File: config.mk
export PLATFORM = sky130hd
export DESIGN_NAME = onehot_rr_arbiter
export DESIGN_NICKNAME = d
export VERILOG_FILES = /design/src/rtl/arb_pkg.sv /design/src/rtl/binto_onehot.sv /design/src/rtl/onehot_rr_arbiter.sv
export SDC_FILE = /design/constraint.sdc
export NUM_CORES = 1
export LEC_CHECK = 0
export ABC_AREA = 1
export BUFFER_PORTS_ARGS = -buffer_cell sky130_fd_sc_hd__buf_2
export CORE_MARGIN = 3
export CORE_UTILIZATION = 50
export CTS_CLUSTER_SIZE = 40
export DETAILED_ROUTE_END_ITERATION = 10
export GPL_ROUTABILITY_DRIVEN = 0
export GPL_TIMING_DRIVEN = 0
export PLACE_DENSITY = 0.75
export SLEW_MARGIN = 20
export SYNTH_ARGS = -nofsm -noshare
export SYNTH_HDL_FRONTEND = slang
export SYNTH_SLANG_ARGS = --single-unit
File: constraint.sdc
create_clock -name clk -period 4.2 [get_ports clk]
set_clock_uncertainty 0.2 [all_clocks]
set_input_delay 0.84 -clock clk [delete_from_list [all_inputs] [get_ports clk]]
set_output_delay 0.84 -clock clk [all_outputs]
set_load 0.02 [all_outputs]
File: src/rtl/arb_pkg.sv
// arb_pkg: shared state type and default sizing for the round-robin arbiter
package arb_pkg;
    typedef enum logic {IDLE, GRANT} arb_state_t;
    localparam int NUM_REQ  = 16;
    localparam int IDX_W    = 4;
    localparam int MAX_HOLD = 8;
endpackage

File: src/rtl/binto_onehot.sv
// binto_onehot: binary index to one-hot decoder
module binto_onehot #(
    parameter int IN_W  = 4,
    parameter int OUT_W = 16
) (
    input  logic [IN_W-1:0]  bin_i,
    output logic [OUT_W-1:0] onehot_o
);
    assign onehot_o = OUT_W'(1) << bin_i;
endmodule

File: src/rtl/onehot_rr_arbiter.sv
// onehot_rr_arbiter: round-robin arbiter with locked grants, done release and hold timeout
module onehot_rr_arbiter
    import arb_pkg::*;
#(
    parameter int NUM_REQ  = arb_pkg::NUM_REQ,
    parameter int IDX_W    = arb_pkg::IDX_W,
    parameter int MAX_HOLD = arb_pkg::MAX_HOLD
) (
    input  logic               clk,
    input  logic               reset_n,
    input  logic [NUM_REQ-1:0] req_i,
    input  logic               done_i,
    output logic               gnt_valid_o,
    output logic [IDX_W-1:0]   gnt_idx_o,
    output logic [NUM_REQ-1:0] gnt_o,
    output logic               timeout_o
);
    localparam int HOLD_W = $clog2(MAX_HOLD);

    arb_state_t          state_q, state_d;
    logic [IDX_W-1:0]    ptr_q, ptr_d;
    logic [IDX_W-1:0]    idx_q, idx_d;
    logic [HOLD_W-1:0]   hold_q, hold_d;
    logic                to_q, to_d;
    logic [NUM_REQ-1:0]  onehot;
    logic [IDX_W-1:0]    win;
    logic                any_req, hold_max, release_ev;

    // first set request bit at or above ptr, wrapping modulo NUM_REQ
    function automatic logic [IDX_W-1:0] rr_pick(input logic [NUM_REQ-1:0] req,
                                                 input logic [IDX_W-1:0] ptr);
        logic [IDX_W-1:0] j;
        logic             found;
        rr_pick = ptr;
        found   = 1'b0;
        for (int i = 0; i < NUM_REQ; i++) begin
            j = ptr + IDX_W'(i);
            if (!found && req[j]) begin
                rr_pick = j;
                found   = 1'b1;
            end
        end
        return rr_pick;
    endfunction

    assign any_req    = |req_i;
    assign win        = rr_pick(req_i, ptr_q);
    assign hold_max   = hold_q == HOLD_W'(MAX_HOLD - 1);
    assign release_ev = done_i || hold_max;

    // next-state: grant from IDLE, hold/release/regrant in GRANT
    always_comb begin
        state_d = state_q;
        ptr_d   = ptr_q;
        idx_d   = idx_q;
        hold_d  = hold_q;
        to_d    = 1'b0;
        if (state_q == IDLE) begin
            if (any_req) begin
                state_d = GRANT;
                idx_d   = win;
                ptr_d   = win + IDX_W'(1);
                hold_d  = '0;
            end
        end else begin
            hold_d = hold_q + HOLD_W'(1);
            if (release_ev) begin
                to_d   = !done_i;
                hold_d = '0;
                if (any_req) begin
                    idx_d = win;
                    ptr_d = win + IDX_W'(1);
                end else begin
                    state_d = IDLE;
                end
            end
        end
    end

    // state registers with synchronous active-low reset
    always_ff @(posedge clk) begin
        if (!reset_n) begin
            state_q <= IDLE;
            ptr_q   <= '0;
            idx_q   <= '0;
            hold_q  <= '0;
            to_q    <= 1'b0;
        end else begin
            state_q <= state_d;
            ptr_q   <= ptr_d;
            idx_q   <= idx_d;
            hold_q  <= hold_d;
            to_q    <= to_d;
        end
    end

    binto_onehot #(.IN_W(IDX_W), .OUT_W(NUM_REQ)) u_dec (
        .bin_i    (idx_q),
        .onehot_o (onehot)
    );

    assign gnt_valid_o = state_q == GRANT;
    assign gnt_idx_o   = idx_q;
    assign gnt_o       = onehot & {NUM_REQ{gnt_valid_o}};
    assign timeout_o   = to_q;
endmodule

After elaboration in Yosys (flattened, before gate mapping)
Index checks and enable logic that the tools add are counted.
- logic and storage cells: 151
- output and inout port bits: 22
- input port bits: 19
- register bits after elaboration: 13
- eq/ne operators: 2
- shift-type cells: 1
- bitwise gates (word level): 1
- add/subtract/negate cells: 17
- reduce and logical (&&, ||, !) cells: 35
- order comparisons: 16
- muxes and demuxes: 74
- operator list (cell ; number):
    $mux 4 ; 21
    $lt 4x5->1 const B ; 16
    $bmux 1 s4 ; 16
    $mux 1 ; 34
    $add 4x4->4 const B ; 8
    $add 4x3->4 const B ; 4
    $and 16x16->16 ; 1
    $logic_not 1->1 ; 16
    $reduce_or 16->1 ; 1
    $shl 1x4->16 const A ; 1
    $logic_and 1x1->1 ; 15
    $mux 3 ; 3
    $add 4x1->4 const B ; 2
    $add 4x2->4 const B ; 2
    $add 3x1->3 const B ; 1
    $eq 3x3->1 const B ; 1
    $reduce_and 3->1 ; 1
    $ne 2x1->1 const B ; 1
    $reduce_bool 2->1 ; 1
    $logic_or 1x1->1 ; 1

Logic depth before layout (Yosys ltp)
Gate-level depths: netlist of the first run.
- depth in word-level cells: 52
- mapped depth: 35
- gate-level depth less buffers: 33

Hierarchy
From an unflattened synthesis of the first run, not the netlist that was laid out.
- cell total of the unflattened synthesis: 517
- area total of the unflattened synthesis: 2690.1 µm²
- by module, submodules not included (module ; seq. area each (µm²) ; cells an instance ; times used ; area an instance (µm²)):
    onehot_rr_arbiter ; 260.2 ; 487 ; 1 ; 2563.7
    binto_onehot ; 0.0 ; 30 ; 1 ; 126.4

Least setup slack after synthesis of the first run
OpenSTA, ideal clock, no wires.
- kind: reg2reg
- start point: register ptr_q[1]
- end point: register ptr_q[2]
- data required time: 3.880 ns
- setup time: 0.120 ns
- clock period less this slack: 3.990 ns
- cell stages (with the launch flop): 31
- path buffers: 3
- path slack: 0.210 ns
- arrival: 3.670 ns
- cell sequence: dfxtp_1 buf_2 inv_2 buf_4 ha_1 inv_1 clkbuf_1 nand3_1 nand3_1 nand2_1 nand2_1 nand2_1 nor2_8 nand4_4 nor2_4 nand4_4 inv_2 nand2_4 nor2_8 nand3_1 nor2_1 nand2_1 nand2_2 inv_1 ha_1 inv_1 nand2_1 o21ai_0 nand2_1 o21ai_1 nor2_1
- word-level cells in the longest chain between the ends: 52
- elaborated cells between the ends (all ways): 111
- classes of those cells: 16 x add/sub; 65 x mux; 30 x reduce/logical
- ends and longest elaborated chain (item ; RTL line ; RTL):
    start, declared ; onehot_rr_arbiter.sv:21 ; logic [IDX_W-1:0] ptr_q, ptr_d;
    start signal, assigned ; onehot_rr_arbiter.sv:90 ; ptr_q <= ptr_d;
    branches (longest 47 deep; another with $add 4x1->4) ; n/a ;
    $mux 4 * ; onehot_rr_arbiter.sv:38 ; if (!found && req[j]) begin
    via win[1] ; onehot_rr_arbiter.sv:26 ; logic [IDX_W-1:0] win;
    $add 4x1->4 * ; onehot_rr_arbiter.sv:62, onehot_rr_arbiter.sv:72 ;
    $mux 4 * ; onehot_rr_arbiter.sv:59, onehot_rr_arbiter.sv:70 ;
    $mux 4 ; onehot_rr_arbiter.sv:67 ; if (release_ev) begin
    $mux 4 * ; onehot_rr_arbiter.sv:58 ; if (state_q == IDLE) begin
Mark *: on every way through the listed nets, which the timed path passes. The select of a mux whose other input is x is not followed.
A chain may end at the register's enable or synchronous reset.

Final worst setup path of the first run
Same ends and word-level chain as after synthesis.

==> impl_summary.log, run 1 <==
[metrics] Top cell by count, worst path: nand2_1
[metrics] leading cell type in the layout, fill and taps excluded: nand2_1
[metrics] number of non-filler instances in the completed layout: 625
[metrics] placed standard-cell area: 2905 um^2
[metrics] DIE AREA: 6147 um^2
[metrics] post-route setup TNS: 0 ns
[metrics] Post-synth EDFFs: 0
[metrics] average detailed-routed wire length per instance: 13.23 um
[metrics] CP max stage cell: dfxtp_4
[metrics] starting density of the core: 53.72%
[metrics] Starting DRT DRC Count: 334
[metrics] initial antenna violation count: 0
[metrics] Area Growth Syn to Fin: 26.49%
[metrics] number of register bits inferred by synthesis: 13
[metrics] final worst-path cycle share: 93.20%
[metrics] sequential fraction of the synthesis area: 9.928%
[metrics] DRC violation count after routing: 0
[metrics] synthesized instance count: 487
[metrics] result of the run: finished clean
[metrics] first-pass GRT wire length: 13520 um
[metrics] Mapped Nets: 516
[metrics] row cnt: 25
[metrics] final global-route overflow total: 0
[metrics] Crit path arrival time: 3.84 ns
[metrics] proportion of layout cells with a drive suffix above 1: 24.55%
[metrics] min Tclk post-route: 3.914 ns
[metrics] number of global-route vias before repair: 3008
[metrics] maximum clock insertion buffer count: 2
[metrics] clock tree sinks: 13
[metrics] number of nets in the layout: 588
[metrics] hold crit path type: reg2reg
[metrics] via count: 3417
[metrics] clock-pin transition on the worst setup and hold timing paths: 0.05 ns
[metrics] overall die width: 78.41 um
[metrics] Seq. cell area: 269.0 um^2
[metrics] Layout Utilization: 67.95%
[metrics] detailed-router iteration count before antenna repair: 6
[metrics] count of input and output buffers: 40
[metrics] syn avg cell area: 5.382 um^2
[metrics] multi-input gate area in the final layout: 2140 um^2
[metrics] mean number of vias per cell: 5.467
[metrics] number of pins with negative max-slew slack in the final report: 0
[metrics] TritonCTS clock tree: built
[metrics] number of hold violations in the final report: 0
[metrics] endpoint type of the worst setup path: register
[metrics] Finished Cell Area: 3316 um^2
[metrics] Worst Setup Path Type: reg2reg
[metrics] floorplan core area: 4880 um^2
[metrics] maximum fanout encountered on the critical timing path: 10
[metrics] number of endpoints failing setup at the final stage: 0
[metrics] maximum clock rate: 255.5 MHz
[metrics] Relative slew margins: 51.48%
[metrics] overall fraction of global-route tracks in use: 26.61%
[metrics] Filler Cells Inserted: 449
[metrics] maximum number of pins on one net before global-route repair: 14
[metrics] Top-Level Pins: 41
[metrics] highest-count cells in the layout ignoring fill and taps: nand2_1, nand3_1, inv_1
[metrics] clock latency reported for the late side of the worst-skew pair: 0.24 ns
[metrics] primary flip-flop cell chosen by synthesis mapping: dfxtp_1
[metrics] total number of yosys warnings: 0
[metrics] HPWL Detailed: 6311 um
[metrics] H-Tree Depth: 1
[metrics] Critical Path Max Stage Delay: 0.36 ns
[metrics] antenna diode count: 0
[metrics] share of flip-flops with an asynchronous set or reset: 0%
[metrics] Placed Cells incl. Taps: 594
[metrics] Antenna Violating Nets Remaining: 0
[metrics] max-cap check violation count: 0
[metrics] area of the mapped netlist: 2621 um^2
[metrics] transition at the pin with the smallest max-transition slack: 0.7201 ns
[metrics] total detailed-routing wirelength: 8271 um
[metrics] vertical die dimension: 78.41 um
[metrics] count of cell types in the netlist: 36
[metrics] buffer type at the clock tree root: clkbuf_8
[metrics] TritonCTS Buffers: 3
[metrics] data required time of the critical path: 4.12 ns
[metrics] quantity of hold-fixing buffers added after cts: 0
[metrics] kind of start point of the critical path: register
-- path summary, 6_finish.rpt --
path                                   to  slack, ns       from  cells after the start
worst min register to register  hold_q[0]       0.27  hold_q[0]                      1
worst max-delay path             ptr_q[2]       0.29   ptr_q[1]                     29
worst min-delay path            hold_q[0]       0.27  hold_q[0]                      1
worst max register to register   ptr_q[2]       0.29   ptr_q[1]                     29
-- stage by stage --
stage / hold WS, ns / setup WS (ns)
after floorplan: 0.2321 / 0.2099
after global placement: 0.2511 / -0.4020
after detailed placement: 0.2702 / -0.5060
after CTS: 0.2762 / 0.002382
after global routing: 0.2888 / -0.006686
final: 0.2728 / 0.2857
-- per-layer routing --
| layer | GRT usage (%) | vias to the layer above | wire [um] |
|---|---|---|---|
| li1 | - | 1725 | - |
| met1 | 35.37 | 1550 | 3664 |
| met2 | 46.23 | 125 | 3983 |
| met3 | 2.867 | 17 | 526 |
| met4 | 5.769 | 0 | 96 |
| met5 | 0 | - | 0 |
-- timing repair --
action / in CTS / in global routing
setup buffers: 3 / 24
resized for setup: 9 / 36
setup endpoints to repair: 7 / 5
cloned: 0 / 0
pin swaps: 2 / 7
-- state kept, by name, summed over array words and instances, names as in the netlist --
name and count:
gnt_idx_o 4, ptr_q 4, timeout_o 1, gnt_valid_o 1, hold_q 3
-- cells in the mapped netlist (all sizes together), types with 2 or more instances --
library cell  count  area [um^2]
nand4            13        111.4
xor2              5        51.30
clkbuf            3        11.26
dfxtp            13        260.3
o21ai            21        108.9
buf               7        52.54
nand3           104        558.0
a21oi            18        101.4
inv              69        259.0
nor4              5        31.28
and2              2        12.51
nor2             52        250.2
ha               10        125.1
nand2           158        633.1
-- logic make-up after synthesis --
| kind of cell | count (synthesis) | synth area share (%) |
|---|---|---|
| xor+xnor | 6 | 2.578 |
| compound gates | 42 | 8.879 |
| fa+ha+maj | 10 | 4.773 |
| buf+inv | 80 | 12.51 |
| flops | 13 | 9.928 |
| simple gates | 336 | 61.34 |
-- critical path, delay by kind of cell, from the launching register on --
kind                     cells  cell delay (ns)
AO/OA/AOI/OAI                2             0.18
buffers and inverters        7             0.73
XOR/XNOR                     1             0.24
adder cells (fa/ha/maj)      2             0.33
AND/OR/NAND/NOR             17             1.74
flip-flops                   1             0.36
-- cell type report --
type	instances	share of cell area (%)
Inverter	70	8.151
Clock buffer	4	1.358
Timing Repair Buffer	67	12.15
Sequential cell	13	8.113
Multi-Input combinational cell	394	64.53
Tap cell	67	2.528
Buffer	10	3.170
Power of run 1 is left out: the tool's default activity adds up to more than one toggle a clock period on the data nets, which glitch-free logic cannot reach.
==> run 2: changes to the inputs <==
Settings changed: SETUP_SLACK_MARGIN set to 0.3.
==> run 2 against run 1 <==
Hold slack got worse by 0.0067 ns. Non-clock buffer count increased by 2. Utilization up 2.8 points. Register-to-register slack better by 0.09 ns. Routed wire length rose by 4.0%. Die area unchanged. First-iteration DRC count is 27% lower. Global-route usage grew 0.31 points. Via count up 2.5%. Fmax up 2.4%. Worst setup slack better by 0.091 ns. Critical endpoint unchanged.
==> impl_summary.log, run 2 (same netlist as run 1, synthesis figures left out) <==
[metrics] average detailed-routed wire length per instance: 13.71 um (+3.6%)
[metrics] Starting DRT DRC Count: 243 (-27%)
[metrics] DIE AREA: 6147 um^2 (unchanged)
[metrics] starting density of the core: 53.72% (unchanged)
[metrics] Area Growth Syn to Fin: 31.69%
[metrics] top cell family by delay on the critical path: simple AND/OR/NAND/NOR gates
[metrics] worst-case register-to-register setup slack: 0.38 ns (+0.09 ns)
[metrics] Filler Cells Inserted: 444 (-1.1%)
[metrics] met3 routing resource usage after global routing: 2.867% (unchanged)
[metrics] worst slack after detailed placement: -0.3040 ns (+0.2019 ns)
[metrics] Top-Level Pins: 41 (unchanged)
[metrics] maximum clock rate: 261.6 MHz (+2.4%)
[metrics] overall die width: 78.41 um (unchanged)
[metrics] floorplan core area: 4880 um^2 (unchanged)
[metrics] antenna diode count: 0 (unchanged)
[metrics] row cnt: 25 (unchanged)
[metrics] Layout Utilization: 70.74% (+2.8 points)
[metrics] via count: 3504 (+2.5%)
[metrics] detailed-router iteration count before antenna repair: 6 (unchanged)
[metrics] clock tree sinks: 13 (unchanged)
[metrics] maximum fanout encountered on the critical timing path: 6 (-4)
[metrics] clock latency reported for the late side of the worst-skew pair: 0.24 ns (about the same)
[metrics] buffer type at the clock tree root: clkbuf_8
[metrics] Crit path arrival time: 3.75 ns (-0.09 ns)
[metrics] result of the run: finished clean
[metrics] hold crit path type: reg2reg
[metrics] count of buffering cells on the critical path with inverters included: 7 (unchanged)
[metrics] overall fraction of global-route tracks in use: 26.92% (+0.31 points)
[metrics] CP max stage cell: dfxtp_4
[metrics] Worst Setup Path Type: reg2reg
[metrics] number of hold violations in the final report: 0 (unchanged)
[metrics] number of global-route vias before repair: 2976 (-1.1%)
[metrics] mean number of vias per cell: 5.589 (+2.2%)
[metrics] data required time of the critical path: 4.12 ns (about the same)
[metrics] Placed Cells incl. Taps: 594 (unchanged)
[metrics] met2 track demand over resource: 44.61% (-1.6 points)
[metrics] highest-count cells in the layout ignoring fill and taps: nand2_1, nand3_1, inv_1
[metrics] number of pins with negative max-slew slack in the final report: 0 (unchanged)
[metrics] TritonCTS Buffers: 3 (unchanged)
[metrics] initial antenna violation count: 0 (unchanged)
[metrics] first-pass GRT wire length: 13650 um (+0.97%)
[metrics] layer carrying the most global-route usage: met2
[metrics] final worst-path cycle share: 91.02% (-2.2 points)
[metrics] number of endpoints failing setup at the final stage: 0 (unchanged)
[metrics] worst-case setup margin in the final layout: 0.3770 ns (+0.09128 ns)
[metrics] Antenna Violating Nets Remaining: 0 (unchanged)
[metrics] maximum number of pins on one net before global-route repair: 11 (-3)
[metrics] endpoint type of the worst setup path: register
[metrics] maximum clock insertion buffer count: 2 (unchanged)
[metrics] min Tclk post-route: 3.823 ns (-0.09128 ns)
[metrics] Critical Path Max Stage Delay: 0.36 ns (about the same)
[metrics] DRC violation count after routing: 0 (unchanged)
[metrics] kind of start point of the critical path: register
[metrics] count of input and output buffers: 40 (unchanged)
[metrics] transition at the pin with the smallest max-transition slack: 0.7205 ns (+0.0003322 ns)
[metrics] TritonCTS clock tree: built
[metrics] final global-route overflow total: 0 (unchanged)
[metrics] vertical die dimension: 78.41 um (unchanged)
[metrics] total detailed-routing wirelength: 8599 um (+4.0%)
[metrics] proportion of layout cells with a drive suffix above 1: 27.50% (+2.9 points)
[metrics] max-cap check violation count: 0 (unchanged)
[metrics] Relative slew margins: 51.46% (about the same)
[metrics] quantity of hold-fixing buffers added after cts: 0 (unchanged)
[metrics] GRT met1 Usage: 38.11% (+2.7 points)
[metrics] number of nets in the layout: 590 (+0.34%)
[metrics] clock-pin transition on the worst setup and hold timing paths: 0.05 ns (about the same)
[metrics] number of non-filler instances in the completed layout: 627 (+0.32%)
[metrics] H-Tree Depth: 1 (unchanged)
[metrics] HPWL Detailed: 6275 um (-0.56%)
[metrics] RSZ-0062 raised after global routing: true
[metrics] leading cell type in the layout, fill and taps excluded: nand2_1
run 2: cell types whose count changed in the layout (fill, tap and decap cells not counted), sizes merged:
cell | before | now
buf | 76 | 78
run 2: path summary, 6_finish.rpt:
path | start | end | depth (start not counted)
setup / recovery | ptr_q[1] | ptr_q[2] | 30
hold / removal | hold_q[1] | hold_q[1] | 2
setup reg to reg | ptr_q[1] | ptr_q[2] | 30
hold reg to reg | hold_q[1] | hold_q[1] | 2
run 2: per-stage QoR:
stage	instance area, um^2	hold slack, ns	TNS, ns
2_1_floorplan	2624	0.2321	0
3_3_place_gp	2908	0.2456	-0.3017
3_5_place_dp	2908	0.2601	-0.5896
4_1_cts	3069	0.2684	0
5_1_grt	3452	0.2961	0
6_report	3452	0.2662	0
run 2: timing repair:
action                                  CTS  global route
resized for setup                        16            54
setup buffers                             7            22
endpoints found under the setup margin    8             6
pin swaps                                 2            16
run 2: worst reg2reg max path, delay by kind of cell (launching register included):
kind,cells,cell delay (ns)
and+or+nand+nor,18,1.68
buffers and inverters,7,0.73
DFF,1,0.36
adders and majority gates,2,0.32
xor gates and xnor gates,1,0.25
AOI/OAI and AO/OA,2,0.17
run 2: area by class of cell:
type / instances / area (um^2) / share of cell area, %
sequential: 13 / 269.0 / 7.793
buffer: 10 / 100.1 / 2.900
clock buffer: 4 / 45.04 / 1.305
tap: 67 / 83.83 / 2.428
inverter: 70 / 280.3 / 8.119
multi-input combinational: 394 / 2252 / 65.24
timing repair buffer: 69 / 421.7 / 12.21
run 2: per-layer routing:
metal / part of all wire [%] / vias up / wire [um]
met1: 43 / 1587 / 3655
met4: 1.1 / 0 / 93
met2: 48 / 158 / 4143
met5: 0 / - / 0
li1: - / 1744 / -
met3: 8.2 / 15 / 706
Power of run 2 is left out for the same reason.
==> run 3: changes to the inputs <==
Settings changed: CTS_CLUSTER_SIZE 40 to 14, RECOVER_POWER set to 100.
==> run 3 against run 2 <==
Fmax shrank 0.29%. Sequential cell count stayed put. Register-to-register slack about the same. Count of clock-buffer cells in the layout stayed put. Global-route usage is the same.
==> impl_summary.log, run 3 (same netlist as run 1, synthesis figures left out) <==
[metrics] via count: 3519 (+0.43%)
[metrics] RSZ-0062 raised after global routing: true
[metrics] initial antenna violation count: 0 (unchanged)
[metrics] Top-Level Pins: 41 (unchanged)
[metrics] clock tree sinks: 13 (unchanged)
[metrics] startpoint of the most critical setup path: ptr_q[1]
[metrics] DRC violation count after routing: 0 (unchanged)
[metrics] kind of start point of the critical path: register
[metrics] worst hold path depth: 2 (unchanged)
[metrics] final global-route overflow total: 0 (unchanged)
[metrics] antenna diode count: 0 (unchanged)
[metrics] quantity of hold-fixing buffers added after cts: 0 (unchanged)
[metrics] reg-to-reg critical path startpoint: ptr_q[1]
[metrics] worst-case register-to-register setup slack: 0.37 ns (about the same)
[metrics] highest-count cells in the layout ignoring fill and taps: nand2_1, nand3_1, inv_1
[metrics] average detailed-routed wire length per instance: 13.79 um (+0.53%)
[metrics] endpoint type of the worst setup path: register
[metrics] min Tclk post-route: 3.834 ns (+0.01109 ns)
[metrics] top cell family by delay on the critical path: simple AND/OR/NAND/NOR gates
[metrics] number of global-route vias before repair: 2976 (unchanged)
[metrics] Top cell by count, worst path: nand2_1
[metrics] TritonCTS Buffers: 3 (unchanged)
[metrics] count of buffering cells on the critical path with inverters included: 7 (unchanged)
[metrics] Relative slew margins: 51.52% (+0.056 points)
[metrics] data required time of the critical path: 4.12 ns (about the same)
[metrics] maximum clock insertion buffer count: 2 (unchanged)
[metrics] number of nets in the layout: 590 (unchanged)
[metrics] Finished Cell Area: 3420 um^2 (-0.94%)
[metrics] maximum clock rate: 260.8 MHz (-0.29%)
[metrics] total detailed-routing wirelength: 8645 um (+0.53%)
[metrics] transition at the pin with the smallest max-transition slack: 0.7196 ns (-0.0008337 ns)
[metrics] Crit path arrival time: 3.76 ns (about the same)
[metrics] row cnt: 25 (unchanged)
[metrics] HPWL Detailed: 6275 um (unchanged)
[metrics] hold crit path type: reg2reg
[metrics] number of pins with negative max-slew slack in the final report: 0 (unchanged)
[metrics] DIE AREA: 6147 um^2 (unchanged)
[metrics] maximum fanout encountered on the critical timing path: 6 (unchanged)
[metrics] leading cell type in the layout, fill and taps excluded: nand2_1
[metrics] detailed-router iteration count before antenna repair: 5 (-1)
[metrics] result of the run: finished clean
[metrics] buffer type at the clock tree root: clkbuf_8
[metrics] overall fraction of global-route tracks in use: 26.92% (unchanged)
[metrics] maximum number of pins on one net before global-route repair: 11 (unchanged)
[metrics] Hold Path Origin: hold_q[1]
[metrics] clock latency reported for the late side of the worst-skew pair: 0.24 ns (about the same)
[metrics] H-Tree Depth: 1 (unchanged)
[metrics] number of hold violations in the final report: 0 (unchanged)
[metrics] max-cap check violation count: 0 (unchanged)
[metrics] proportion of layout cells with a drive suffix above 1: 22.86% (-4.6 points)
[metrics] floorplan core area: 4880 um^2 (unchanged)
[metrics] placed standard-cell area: 2908 um^2 (unchanged)
[metrics] Critical Path Max Stage Delay: 0.36 ns (about the same)
[metrics] CP max stage cell: dfxtp_4
[metrics] mean number of vias per cell: 5.612 (+0.43%)
[metrics] overall die width: 78.41 um (unchanged)
[metrics] vertical die dimension: 78.41 um (unchanged)
[metrics] Antenna Violating Nets Remaining: 0 (unchanged)
[metrics] Worst Setup Path Type: reg2reg
[metrics] first-pass GRT wire length: 13650 um (unchanged)
[metrics] terminus of the critical flop-to-flop path: ptr_q[2]
[metrics] WHS Endpoint: hold_q[1]
[metrics] R2R cell count: 29 (-3.3%)
[metrics] Area Growth Syn to Fin: 30.45%
[metrics] Starting DRT DRC Count: 261 (+7.4%)
[metrics] count of input and output buffers: 40 (unchanged)
[metrics] number of endpoints failing setup at the final stage: 0 (unchanged)
[metrics] starting density of the core: 53.72% (unchanged)
[metrics] TritonCTS clock tree: built
[metrics] final worst-path cycle share: 91.29% (+0.26 points)
[metrics] clock-pin transition on the worst setup and hold timing paths: 0.05 ns (about the same)
run 3: what timing repair did:
| item | in CTS | in global routing |
|---|---|---|
| gates resized for setup | 16 | 54 |
| pin swaps | 2 | 16 |
| setup buffers | 7 | 22 |
| setup endpoints to repair | 8 | 6 |
run 3: routing by layer:
metal	vias up	wire length, um	GRT usage (%)
li1	1743	-	-
met1	1572	3580	38.11
met4	0	86	4.545
met5	-	0	0
met3	15	786	2.867
met2	189	4191	44.61
run 3: per-stage QoR:
stage	utilization, %	setup TNS (ns)	setup slack (ns)	cells	hold slack [ns]
6_report	70.08	0	0.3659	627	0.2662
5_1_grt	70.08	0	0.07830	627	0.2961
4_1_cts	62.90	0	0.3008	605	0.2684
3_5_place_dp	59.59	-0.5896	-0.3040	594	0.2601
3_3_place_gp	59.59	-0.3017	-0.1766	594	0.2456
2_1_floorplan	-	0	0.3383	487	0.2321
run 3: layout make-up:
type / count / area (um^2)
fill: 452 / 1460
tap: 67 / 83.83
timing repair buffer: 69 / 391.6
clock buffer: 4 / 45.04
multi-input combinational: 394 / 2250
sequential: 13 / 269.0
buffer: 10 / 100.1
inverter: 70 / 280.3
run 3: worst max-delay path by stage:
stage                    end  slack (ns)  depth (start not counted)
floorplan           ptr_q[2]        0.34                         30
global placement    ptr_q[2]       -0.18                         29
detailed placement  ptr_q[2]       -0.30                         29
CTS                 ptr_q[2]        0.30                         30
global route        ptr_q[2]        0.08                         29
finish              ptr_q[2]        0.37                         29
run 3: worst register-to-register path, delay by kind of cell, from the launching register on:
kind	cells	cell delay [ns]
xor gates and xnor gates	1	0.25
DFF	1	0.36
buffers and inverters	7	0.68
adders and majority gates	2	0.32
and+or+nand+nor	17	1.74
AOI/OAI and AO/OA	2	0.17
Power of run 3 is left out for the same reason.
